[src/rtl/seven_seg_scanner_if.sv]
// Signal bundle between the value producer / decoder side and the 7-segment scanner.
// The master side owns the value, strobes and decoder pattern; the slave side is the scanner.
interface seven_seg_scanner_if;
  logic        enable;
  logic [15:0] value;
  logic [3:0]  dp_mask;
  logic        load;
  logic [3:0]  dec_num;
  logic [7:0]  dec_ss;
  logic [7:0]  seg_n;
  logic [3:0]  an_n;
  logic        pending;
  logic        frame_start;

  modport master (
    output enable, value, dp_mask, load, dec_ss,
    input  dec_num, seg_n, an_n, pending, frame_start
  );

  modport slave (
    input  enable, value, dp_mask, load, dec_ss,
    output dec_num, seg_n, an_n, pending, frame_start
  );
endinterface

[src/rtl/seven_seg_scanner.sv]
// 4-digit multiplexed 7-segment scanner with inter-digit blanking and a frame-synchronous shadow register.
// Define SEVENSEG_LZB_EN to blank leading zero digits (digit 0 is always shown).
module seven_seg_scanner #(
  parameter int CLK_DIV      = 50000,
  parameter int BLANK_CYCLES = 16
) (
  input logic                clk,
  input logic                rst,
  seven_seg_scanner_if.slave bus
);

  localparam int CNT_W = (CLK_DIV > 2) ? $clog2(CLK_DIV) : 1;
  localparam logic [CNT_W-1:0] CNT_LAST  = CNT_W'(CLK_DIV - 1);
  localparam logic [CNT_W-1:0] CNT_BLANK = CNT_W'(BLANK_CYCLES);

  typedef enum logic [1:0] {
    DISABLED = 2'd0,
    BLANK    = 2'd1,
    SHOW     = 2'd2
  } state_t;

  state_t           state_reg, state_next;
  logic [CNT_W-1:0] cnt_reg, cnt_next;
  logic [1:0]       d_reg, d_next;
  logic [15:0]      active_val_reg, active_val_next;
  logic [3:0]       active_dp_reg, active_dp_next;
  logic [15:0]      shadow_val_reg, shadow_val_next;
  logic [3:0]       shadow_dp_reg, shadow_dp_next;
  logic             pending_reg, pending_next;
  logic [7:0]       seg_n_reg, seg_n_next;
  logic [3:0]       an_n_reg, an_n_next;
  logic             frame_start_reg, frame_start_next;
  logic             boundary;
  logic [3:0]       lz_blank;

`ifdef SEVENSEG_LZB_EN
  genvar gi;
  generate
    for (gi = 0; gi < 4; gi++) begin : g_lzb
      if (gi == 0) begin : g_digit0
        assign lz_blank[gi] = 1'b0;
      end else begin : g_digitn
        // A digit is leading only if it and every more significant nibble are zero.
        assign lz_blank[gi] = (active_val_reg[15:4*gi] == '0) && !active_dp_reg[gi];
      end
    end
  endgenerate
`else
  assign lz_blank = 4'b0000;
`endif

  always_ff @(posedge clk) begin
    if (rst) begin
      state_reg       <= DISABLED;
      cnt_reg         <= '0;
      d_reg           <= 2'd0;
      active_val_reg  <= 16'h0000;
      active_dp_reg   <= 4'h0;
      shadow_val_reg  <= 16'h0000;
      shadow_dp_reg   <= 4'h0;
      pending_reg     <= 1'b0;
      seg_n_reg       <= 8'hFF;
      an_n_reg        <= 4'hF;
      frame_start_reg <= 1'b0;
    end else begin
      state_reg       <= state_next;
      cnt_reg         <= cnt_next;
      d_reg           <= d_next;
      active_val_reg  <= active_val_next;
      active_dp_reg   <= active_dp_next;
      shadow_val_reg  <= shadow_val_next;
      shadow_dp_reg   <= shadow_dp_next;
      pending_reg     <= pending_next;
      seg_n_reg       <= seg_n_next;
      an_n_reg        <= an_n_next;
      frame_start_reg <= frame_start_next;
    end
  end

  always_comb begin
    state_next       = state_reg;
    cnt_next         = cnt_reg;
    d_next           = d_reg;
    active_val_next  = active_val_reg;
    active_dp_next   = active_dp_reg;
    shadow_val_next  = shadow_val_reg;
    shadow_dp_next   = shadow_dp_reg;
    pending_next     = pending_reg;
    an_n_next        = 4'hF;
    boundary         = bus.enable && (cnt_reg == '0) && (d_reg == 2'd0);

    if (!bus.enable) begin
      state_next = DISABLED;
      cnt_next   = '0;
      d_next     = 2'd0;
    end else begin
      if (cnt_reg == CNT_LAST) begin
        cnt_next = '0;
        d_next   = d_reg + 2'd1;
      end else begin
        cnt_next = cnt_reg + CNT_W'(1);
      end
      state_next = (cnt_next < CNT_BLANK) ? BLANK : SHOW;
    end

    // Swap reads the pre-load shadow, so a load in the boundary cycle waits a frame.
    if (boundary && pending_reg) begin
      active_val_next = shadow_val_reg;
      active_dp_next  = shadow_dp_reg;
      pending_next    = 1'b0;
    end
    if (bus.load) begin
      shadow_val_next = bus.value;
      shadow_dp_next  = bus.dp_mask;
      pending_next    = 1'b1;
    end

    frame_start_next = boundary;
    seg_n_next       = ~{bus.dec_ss[7:1], bus.dec_ss[0] | active_dp_reg[d_reg]};

    // A DISABLED state_reg with enable high is the restart cycle, which is blank.
    if (bus.enable && (state_reg == SHOW) && !lz_blank[d_reg]) begin
      an_n_next = ~(4'b0001 << d_reg);
    end
  end

  assign bus.dec_num     = active_val_reg[{d_reg, 2'b00} +: 4];
  assign bus.seg_n       = seg_n_reg;
  assign bus.an_n        = an_n_reg;
  assign bus.pending     = pending_reg;
  assign bus.frame_start = frame_start_reg;

endmodule

[src/flat_wrapper.sv]
// flat-port wrapper written by rule: the top's interface ports become plain ports
module seven_seg_scanner_flat 
#(
  parameter int CLK_DIV      = 50000,
  parameter int BLANK_CYCLES = 16
)
  (clk, rst, bus_enable, bus_value, bus_dp_mask, bus_load, bus_dec_ss, bus_dec_num, bus_seg_n, bus_an_n, bus_pending, bus_frame_start);
  seven_seg_scanner_if bus_i ();
  input logic clk;
  input logic rst;
  input wire logic [$bits(bus_i.enable)-1:0] bus_enable;
  input wire logic [$bits(bus_i.value)-1:0] bus_value;
  input wire logic [$bits(bus_i.dp_mask)-1:0] bus_dp_mask;
  input wire logic [$bits(bus_i.load)-1:0] bus_load;
  input wire logic [$bits(bus_i.dec_ss)-1:0] bus_dec_ss;
  output wire logic [$bits(bus_i.dec_num)-1:0] bus_dec_num;
  output wire logic [$bits(bus_i.seg_n)-1:0] bus_seg_n;
  output wire logic [$bits(bus_i.an_n)-1:0] bus_an_n;
  output wire logic [$bits(bus_i.pending)-1:0] bus_pending;
  output wire logic [$bits(bus_i.frame_start)-1:0] bus_frame_start;
  assign bus_i.enable = bus_enable;
  assign bus_i.value = bus_value;
  assign bus_i.dp_mask = bus_dp_mask;
  assign bus_i.load = bus_load;
  assign bus_i.dec_ss = bus_dec_ss;
  assign bus_dec_num = bus_i.dec_num;
  assign bus_seg_n = bus_i.seg_n;
  assign bus_an_n = bus_i.an_n;
  assign bus_pending = bus_i.pending;
  assign bus_frame_start = bus_i.frame_start;
  seven_seg_scanner #(.CLK_DIV(CLK_DIV), .BLANK_CYCLES(BLANK_CYCLES)) u_core (.clk(clk), .rst(rst), .bus(bus_i));
endmodule
[config.mk]
export PLATFORM = sky130hd
export DESIGN_NAME = seven_seg_scanner_flat
export DESIGN_NICKNAME = d
export VERILOG_FILES = /design/src/rtl/seven_seg_scanner_if.sv /design/src/rtl/seven_seg_scanner.sv /design/src/flat_wrapper.sv
export SDC_FILE = /design/constraint.sdc
export NUM_CORES = 1
export LEC_CHECK = 0
export CORE_UTILIZATION = 47
export DETAILED_ROUTE_END_ITERATION = 6
export HOLD_SLACK_MARGIN = 0.03
export PLACE_DENSITY_LB_ADDON = 0.1
export SLEW_MARGIN = 10
export SYNTH_ARGS = -nofsm -noshare
export SYNTH_HDL_FRONTEND = slang
export SYNTH_SLANG_ARGS = --single-unit
[constraint.sdc]
create_clock -name clk -period 2.4 [get_ports clk]
set_clock_uncertainty 0.2 [all_clocks]
set_input_delay 0.36 -clock clk [delete_from_list [all_inputs] [get_ports clk]]
set_output_delay 0.36 -clock clk [all_outputs]
set_load 0.02 [all_outputs]
==> results of run 1 <==
[routing by layer]
| layer | GRT usage (%) | vias to the layer above | routed length, um |
|---|---|---|---|
| met5 | 0 | - | 0 |
| met4 | 9.47 | 0 | 110 |
| met3 | 6.92 | 11 | 291 |
| met2 | 30.8 | 42 | 2840 |
| met1 | 24.5 | 1084 | 2760 |
| li1 | - | 1187 | - |
[cells by family after synthesis]
family	synth area share, %
flip-flops	49.0
AO/OA/AOI/OAI	7.04
buffers and inverters	3.64
AND/OR/NAND/NOR	21.8
multiplexers	11.4
adder cells (fa/ha/maj)	2.48
XOR/XNOR	4.64
[worst reg2reg max path, cell delays in order, from the launching register on]
cell,delay (ps)
dfxtp_2,400
ha_2,230
and4_2,290
and4_1,270
a31oi_1,100
or4_1,470
a22o_1,220
[metrics by stage]
| step | area, um2 | util, % | cells | setup slack, ps | hold slack, ps |
|---|---|---|---|---|---|
| floorplan | 3020 | - | 321 | 109 | 229 |
| global placement | 3640 | 60.0 | 438 | 94.9 | 237 |
| detailed placement | 3640 | 60.0 | 438 | 55.3 | 244 |
| CTS | 3800 | 62.7 | 453 | 22.5 | 171 |
| global route | 3820 | 63.0 | 453 | 21.7 | 190 |
| finish | 3820 | 63.0 | 453 | 117 | 190 |
[report_power, final]
part	switching [W]	total (W)	internal, W	leakage [nW]
clock	0.000467	0.000839	0.000372	0.0819
sequential	0.0000188	0.00128	0.00126	0.605
combinational	0.0000839	0.000187	0.000104	0.818
[what timing repair did]
| action | CTS | global route |
|---|---|---|
| resized for setup | 4 | 6 |
| endpoints found under the setup margin | 3 | 11 |
| hold endpoints to repair | 0 | 0 |
| gates cloned | 0 | 0 |
[cell type report]
class	instances	area [um2]
multi-input cells	219	1440
fillers	555	2240
flip-flops and latches	74	1490
clock inverters	6	42.5
repair buffers	63	602
well taps	75	93.8
clock buffers	9	124
inverters	7	26.3
[worst paths after layout]
path                                              start                      end
worst min register to register  u_core.active_dp_reg[1]  u_core.active_dp_reg[1]
worst min-delay path                                rst       u_core.cnt_reg[10]
worst max register to register        u_core.cnt_reg[0]      u_core.state_reg[1]
worst max-delay path                  u_core.cnt_reg[0]      u_core.state_reg[1]
[cells in the final DEF (no fill, tap or decap), drive strengths merged, types with 2 or more instances in the layout]
cell and n:
mux4 5, clkbuf 9, nand2b 8, clkinv 2
clkdlybuf4s50 44, or4 3, and3 4, nand2 49
clkinvlp 2, dlygate4sd2 3, a31o 2, xnor2 11
a31oi 3, a21oi 21, nor4 2, nand4 5
nor3 4, nor2 44, inv 9, and4 4
xor2 5, buf 15, nand3 6, dfxtp 74
mux2i 22, ha 6
==> flow_summary.ini, run 1 <==
[synth]
synth_common_cells = dfxtp_1 (74), nand2_1 (49), nor2_1 (44), mux2i_1 (22), a21oi_1 (21)
synth_ff_type = dfxtp_1
synth-seq-area-share_pct = 49.0
postSynthCellCount = 321
syn_area_per_cell_um2 = 9.42
synth_edf_count = 0
synth_cell_types = 41
ys_ff_latch = 74
async_reset_ff_share_pct = 0
yosys_warnings = 0
synth_area_leader_cell = dfxtp_1
synth.most_common_cell = dfxtp_1
synth_area_mm2 = 0.00302
synth.area.top_cells = dfxtp_1 (49%), mux2i_1 (7.3%), nand2_1 (6.1%)
synth_nets = 359
netlist.area_leader.share_pct = 49.0

[placement]
port_buffers = 49
globalplace.congestion = 0.868
dp_hpwl_um = 4110

[floorplan]
ios = 50
rows = 28
start_util_pct = 49.9
fp.dieArea_mm2 = 0.00676
die_y_um = 82.2
die_w_um = 82.2
core_mm2 = 0.00606

[cells_and_area]
layout-area-overhead-vs-synth_pct = 26.3
n_antenna_cell = 0
drive_above_1_share_pct = 13.0
fin_nets = 412

[sta]
fmax_mhz = 438
min_period_ps = 2280
rsz0062_at_grt = false
slew_headroom_pct = 67.2
hold_violations = 0
finalSetupViolations = 0
setup_tns_ps = 0
drv_slew = 0
finalCritPeriodShare_pct = 95.1
tightest_slew_ps = 491

[power_and_ir_drop]
peakVddDrop_uv = 432
p_per_area_mw_per_mm2 = 605
p_total_w = 0.00231
cellLeakagePower_nw = 1.51

[worst_setup_path]
crit_type = reg -> reg
r2r_setup_slack_ps = 120
arrival_ps = 2320
path_delay_family = simple AND/OR/NAND/NOR gates
end_kind = flop
r2r_cells = 6
cp.depth = 6
cp_max_fo = 6
cpPeakStageDelay_ps = 470
cp_slowest_cell = or4_1
critPathLaunchType = flop
worstPathCellList = ha_2 > and4_2 > and4_1 > a31oi_1 > or4_1 > a22o_1
cp_num_buf_inv = 0
cp.required_ps = 2440

[clocking]
cts_made_buffers = 9
hold_buffers = 0
clk_root_buffer_cell = clkbuf_8
clock_path_buffers = 2
insertion_delay_ps = 350
htreeDepth = 3
clkTransAtPathRegs_ps = 80
cts_tree = built
clock-sinks = 74
cts_setup_buffers = 0

[outcome]
outcome = complete, no violations

[route]
wl_per_cell_um = 13.3
vias = 2324
drc = 0
ant_nets = 0
drt-total-wl_um = 6000
avgViaCountPerCell = 5.13
drt_first_pass_iters = 4
drtIter0Drc = 77

[job]
cap_violations = 0

[global_routing]
grt_pass1_wl_um = 9920
grt_overflow_total = 0
grt_pass1_vias = 2126
antenna_found_initial = 0
grt_util_all_layers_pct = 19.8
grt_max_degree = 51

[min_path]
hold_depth = 3
worstHoldPathType = in -> reg
(Power assumes the default switching activity.)
==> inputs of run 2 (changes only) <==
--- a/config.mk
+++ b/config.mk
@@ -5,6 +5,7 @@
 export SDC_FILE = /design/constraint.sdc
 export NUM_CORES = 1
 export LEC_CHECK = 0
+export ABC_AREA = 1
 export CORE_UTILIZATION = 47
 export DETAILED_ROUTE_END_ITERATION = 6
 export HOLD_SLACK_MARGIN = 0.03
==> flow_summary.ini, run 2 <==
[placement]
port_buffers = 49
dp_hpwl_um = 4580
globalplace.congestion = 0.874
placedCellCount = 528

[synth]
synth.most_common_cell = nor2_1
synth_edf_count = 0
synth_area_leader_cell = dfxtp_1
async_reset_ff_share_pct = 0
yosys_warnings = 0
synth_cell_types = 26
postSynthCellCount = 413
synth_area_mm2 = 0.00302
synth_ff_type = dfxtp_1
syn_area_per_cell_um2 = 7.30
netlist.area_leader.share_pct = 49.1
ys_ff_latch = 74
synth-seq-area-share_pct = 49.1
synth.area.top_cells = dfxtp_1 (49%), nor2_1 (16%), o21ai_0 (8.8%)
synth_common_cells = nor2_1 (129), dfxtp_1 (74), nand2_1 (53), o21ai_0 (53), nand3_1 (22)
synth_nets = 451

[cells_and_area]
fin_nets = 502
fillers = 572
final_cell_mix = nor2_1 (129), dfxtp_1 (74), o21ai_0 (53), nand2_1 (53), clkdlybuf4s50_1 (45)
drive_above_1_share_pct = 7.68
layout_commonest_cell = nor2_1
n_antenna_cell = 0
layout-area-overhead-vs-synth_pct = 25.5
fin_cells = 544

[clocking]
clk_root_buffer_cell = clkbuf_8
cts_tree = built
insertion_delay_ps = 340
clkTransAtPathRegs_ps = 70
clock_path_buffers = 2
htreeDepth = 3
clock-sinks = 74
cts_setup_buffers = 0
cts_made_buffers = 9

[route]
wl_met1_um = 3080
avgViaCountPerCell = 4.95
drtIter0Drc = 79
top_layer = met4
drc = 0
ant_nets = 0
vias = 2694
drt_first_pass_iters = 4
wl_per_cell_um = 11.7
met2_length_um = 2940
wl_met3_um = 229
drt-total-wl_um = 6390

[worst_setup_path]
end_kind = primary output
cp.required_ps = 1840
startpoint = u_core.d_reg[0]
crit_type = reg -> out
reg2reg_from = u_core.d_reg[1]
cp_max_fo = 8
arrival_ps = 1640
critPathLaunchType = flop

[floorplan]
start_util_pct = 49.8
die_w_um = 82.1
fp.dieArea_mm2 = 0.00674
rows = 28
die_y_um = 82.1
core_mm2 = 0.00606
ios = 50

[sta]
slew_headroom_pct = 61.7
fmax_mhz = 455
tightest_slew_ps = 575
drv_slew = 0
finalCritPeriodShare_pct = 91.5
setup_tns_ps = 0
min_period_ps = 2200
hold_violations = 0
rsz0062_at_grt = false
finalSetupViolations = 0

[power_and_ir_drop]
peakVddDrop_uv = 447
cellLeakagePower_nw = 1.62
p_per_area_mw_per_mm2 = 665
p_total_w = 0.00252

[global_routing]
antenna_found_initial = 0
grt_pass1_wl_um = 11100
grt_max_degree = 27
grt_util_all_layers_pct = 21.7
grt_pass1_vias = 2502
grt_overflow_total = 0

[min_path]
worstHoldPathType = reg -> reg
min-delay-start = u_core.state_reg[0]

[outcome]
outcome = complete, no violations

[job]
cap_violations = 0
==> run 2: changes by cell type in the layout (fill, tap and decap cells not counted), moves of 5 or more <==
cell	previous run	this run
a21oi_1	21	4
buf_4	13	7
inv_1	7	21
mux2i_1	22	0
mux4_2	5	0
nand2b_1	8	0
nand3_1	5	22
nor2_1	44	129
o21ai_0	0	53
o22ai_1	0	5
xnor2_1	11	1
==> run 2: critical path, cell delays in order, from the launching register on <==
cell           delay (ps)
dfxtp_1               310
inv_1                 170
buf_4                 190
o21ai_0                80
o22ai_1               180
dlygate4sd2_1         360
==> run 2: cell type report <==
cell class / count / area (um2) / share of cell area, %
Sequential cell: 74 / 1480 / 39.1
Tap cell: 75 / 93.8 / 2.48
Timing Repair Buffer: 56 / 538 / 14.2
Clock buffer: 12 / 155 / 4.10
Multi-Input combinational cell: 297 / 1370 / 36.1
Inverter: 26 / 100 / 2.64
Clock inverter: 4 / 48.8 / 1.29
==> run 2: cells by family after synthesis <==
| group | after synthesis | share of synthesized area, % |
|---|---|---|
| flip-flops | 74 | 49.1 |
| XOR/XNOR | 5 | 1.45 |
| AND/OR/NAND/NOR | 221 | 30.3 |
| adder cells (fa/ha/maj) | 6 | 2.49 |
| buffers and inverters | 42 | 5.56 |
| AO/OA/AOI/OAI | 65 | 11.1 |
==> run 2: repair_timing <==
item	4_1_cts	5_1_grt
pin swaps	0	0
endpoints found under the setup margin	4	20
gates resized for setup	4	2
hold buffers	0	0
gates cloned	0	0
==> run 2: per-stage QoR <==
stage / setup WS [ps] / area [um2] / hold slack, ps / util [%]
2_1_floorplan: 368 / 3020 / 220 / -
3_3_place_gp: 147 / 3580 / 237 / 59.1
3_5_place_dp: 87.4 / 3580 / 242 / 59.1
4_1_cts: 113 / 3780 / 261 / 62.4
5_1_grt: 8.81 / 3780 / 279 / 62.4
6_report: 205 / 3780 / 255 / 62.4
==> run 2: path summary, 6_finish.rpt <==
kind                              end  slack [ps]  cells after the start
max                    bus_dec_num[2]         200                      5
min                u_core.bus.an_n[1]         260                      2
max reg2reg  u_core.active_val_reg[9]         220                      9
min reg2reg        u_core.bus.an_n[1]         260                      2
==> run 2: routing by layer <==
layer  vias up  track usage [%]
met4         0             10.2
met3        13             5.38
met1      1203             26.9
met2        53             35.5
met5         -                0
li1       1425                -
==> run 2: power by group <==
group | switching (W) | leakage, nW | internal, W
Sequential | 0.0000260 | 0.607 | 0.00128
Combinational | 0.000107 | 0.904 | 0.000108
Clock | 0.000454 | 0.107 | 0.000538
Total | 0.000587 | 1.62 | 0.00193
==> inputs of run 3 (changes only) <==
--- a/config.mk
+++ b/config.mk
@@ -10,6 +10,7 @@
 export DETAILED_ROUTE_END_ITERATION = 6
 export HOLD_SLACK_MARGIN = 0.03
 export PLACE_DENSITY_LB_ADDON = 0.1
+export SKIP_CTS_REPAIR_TIMING = 1
 export SLEW_MARGIN = 10
 export SYNTH_ARGS = -nofsm -noshare
 export SYNTH_HDL_FRONTEND = slang
==> flow_summary.ini, run 3 (synthesis results as in run 2) <==
[placement]
globalplace.congestion = 0.874
pre_cts_ws_ps = 87.4
placedCellCount = 528
port_buffers = 49
dp_hpwl_um = 4580

[min_path]
min-delay-start = u_core.state_reg[0]
worstHoldPathType = reg -> reg
hold_end = u_core.bus.an_n[1]
hold_depth = 2

[worst_setup_path]
end_kind = flop
critPathLaunchType = flop
r2r_cells = 9
cp_max_fo = 21
reg2reg_from = u_core.d_reg[1]
startpoint = u_core.d_reg[1]
arrival_ps = 2250
r2r_end = u_core.active_val_reg[9]
cp_slowest_cell = dfxtp_1
crit_type = reg -> reg
cpPeakStageDelay_ps = 390
cp.required_ps = 2480
worstPathCellList = inv_1 > ha_1 > nand3_1 > nor4_1 > nand3_1 > buf_4 > inv_4 > nor2_1 > nor2_1
r2r_setup_slack_ps = 230

[route]
drtIter0Drc = 79
drc = 0
drt-total-wl_um = 6390
ant_nets = 0
drt_first_pass_iters = 4
avgViaCountPerCell = 4.95
vias = 2695
wl_per_cell_um = 11.7

[cells_and_area]
drive_above_1_share_pct = 7.68
final_util_pct = 62.7
fin_nets = 502
layout_commonest_cell = nor2_1
layout-area-overhead-vs-synth_pct = 26.0
n_antenna_cell = 0
fin_cells = 544
final_cell_mix = nor2_1 (129), dfxtp_1 (74), o21ai_0 (53), nand2_1 (53), clkdlybuf4s50_1 (45)

[job]
cap_violations = 0

[outcome]
outcome = complete, no violations

[clocking]
cts_tree = built
htreeDepth = 3
clock-sinks = 74
cts_made_buffers = 9
clk_root_buffer_cell = clkbuf_8
clock_path_buffers = 2
clkTransAtPathRegs_ps = 80
insertion_delay_ps = 340

[sta]
drv_slew = 0
rsz0062_at_grt = false
finalCritPeriodShare_pct = 90.3
final.setup.worst_slack_ps = 232
min_period_ps = 2170
hold_violations = 0
finalSetupViolations = 0
slew_headroom_pct = 61.6
fmax_mhz = 461
tightest_slew_ps = 575

[global_routing]
antenna_found_initial = 0
grt_overflow_total = 0
grt_pass1_vias = 2502
grt_max_degree = 27
grt_util_all_layers_pct = 21.7
grt_pass1_wl_um = 11100

[power_and_ir_drop]
peakVddDrop_uv = 447
cellLeakagePower_nw = 1.67
p_total_w = 0.00252
p_per_area_mw_per_mm2 = 663

[floorplan]
die_w_um = 82.1
rows = 28
core_mm2 = 0.00606
fp.dieArea_mm2 = 0.00674
start_util_pct = 49.8
die_y_um = 82.1
ios = 50
[run 3: cell types whose count changed in the layout (fill, tap and decap cells not counted)]
cell            previous run  this run
dlymetal6s2s_1             0         4
dlygate4sd2_1              4         0
[run 3: per-layer routing]
metal / part of all wire, % / wire [um] / GRT usage, %
met5: 0 / 0 / 0
met4: 2.1 / 137 / 10.2
met3: 3.5 / 226 / 5.38
met2: 46 / 2930 / 35.5
met1: 48 / 3090 / 26.9
[run 3: how the worst max path moves through the flow]
stage               slack, ps                  endpoint  depth (start not counted)
floorplan                 370   u_core.active_dp_reg[0]                          9
global placement          150  u_core.active_val_reg[2]                          8
detailed placement         90  u_core.active_val_reg[9]                          8
CTS                      -120            bus_dec_num[2]                          5
global route                9  u_core.active_val_reg[9]                          9
finish                    230  u_core.active_val_reg[9]                          9
[run 3: report_power, final]
group / switching, W / internal [W]
clock: 0.000455 / 0.000538
sequential: 0.0000260 / 0.00128
combinational: 0.000107 / 0.000109
[run 3: layout make-up]
cell class              instances  area (um2)
fillers                       569        2260
flip-flops and latches         74        1480
multi-input cells             297        1370
repair buffers                 56         553
clock buffers                  12         155
inverters                      26         100
well taps                      75        93.8
clock inverters                 4        48.8
[run 3: metrics by stage]
stage / setup TNS (ps) / instance area, um2 / hold slack [ps]
after floorplan: 0 / 3020 / 220
after global placement: 0 / 3580 / 237
after detailed placement: 0 / 3580 / 242
after CTS: -313 / 3790 / 261
after global routing: 0 / 3800 / 279
final: 0 / 3800 / 255
[run 3: critical path: cells and delay by family, from the launching register on]
| family | cells | cell delay, ps |
|---|---|---|
| DFF | 1 | 390 |
| buffers and inverters | 3 | 610 |
| and+or+nand+nor | 5 | 670 |
| adders and majority gates | 1 | 230 |
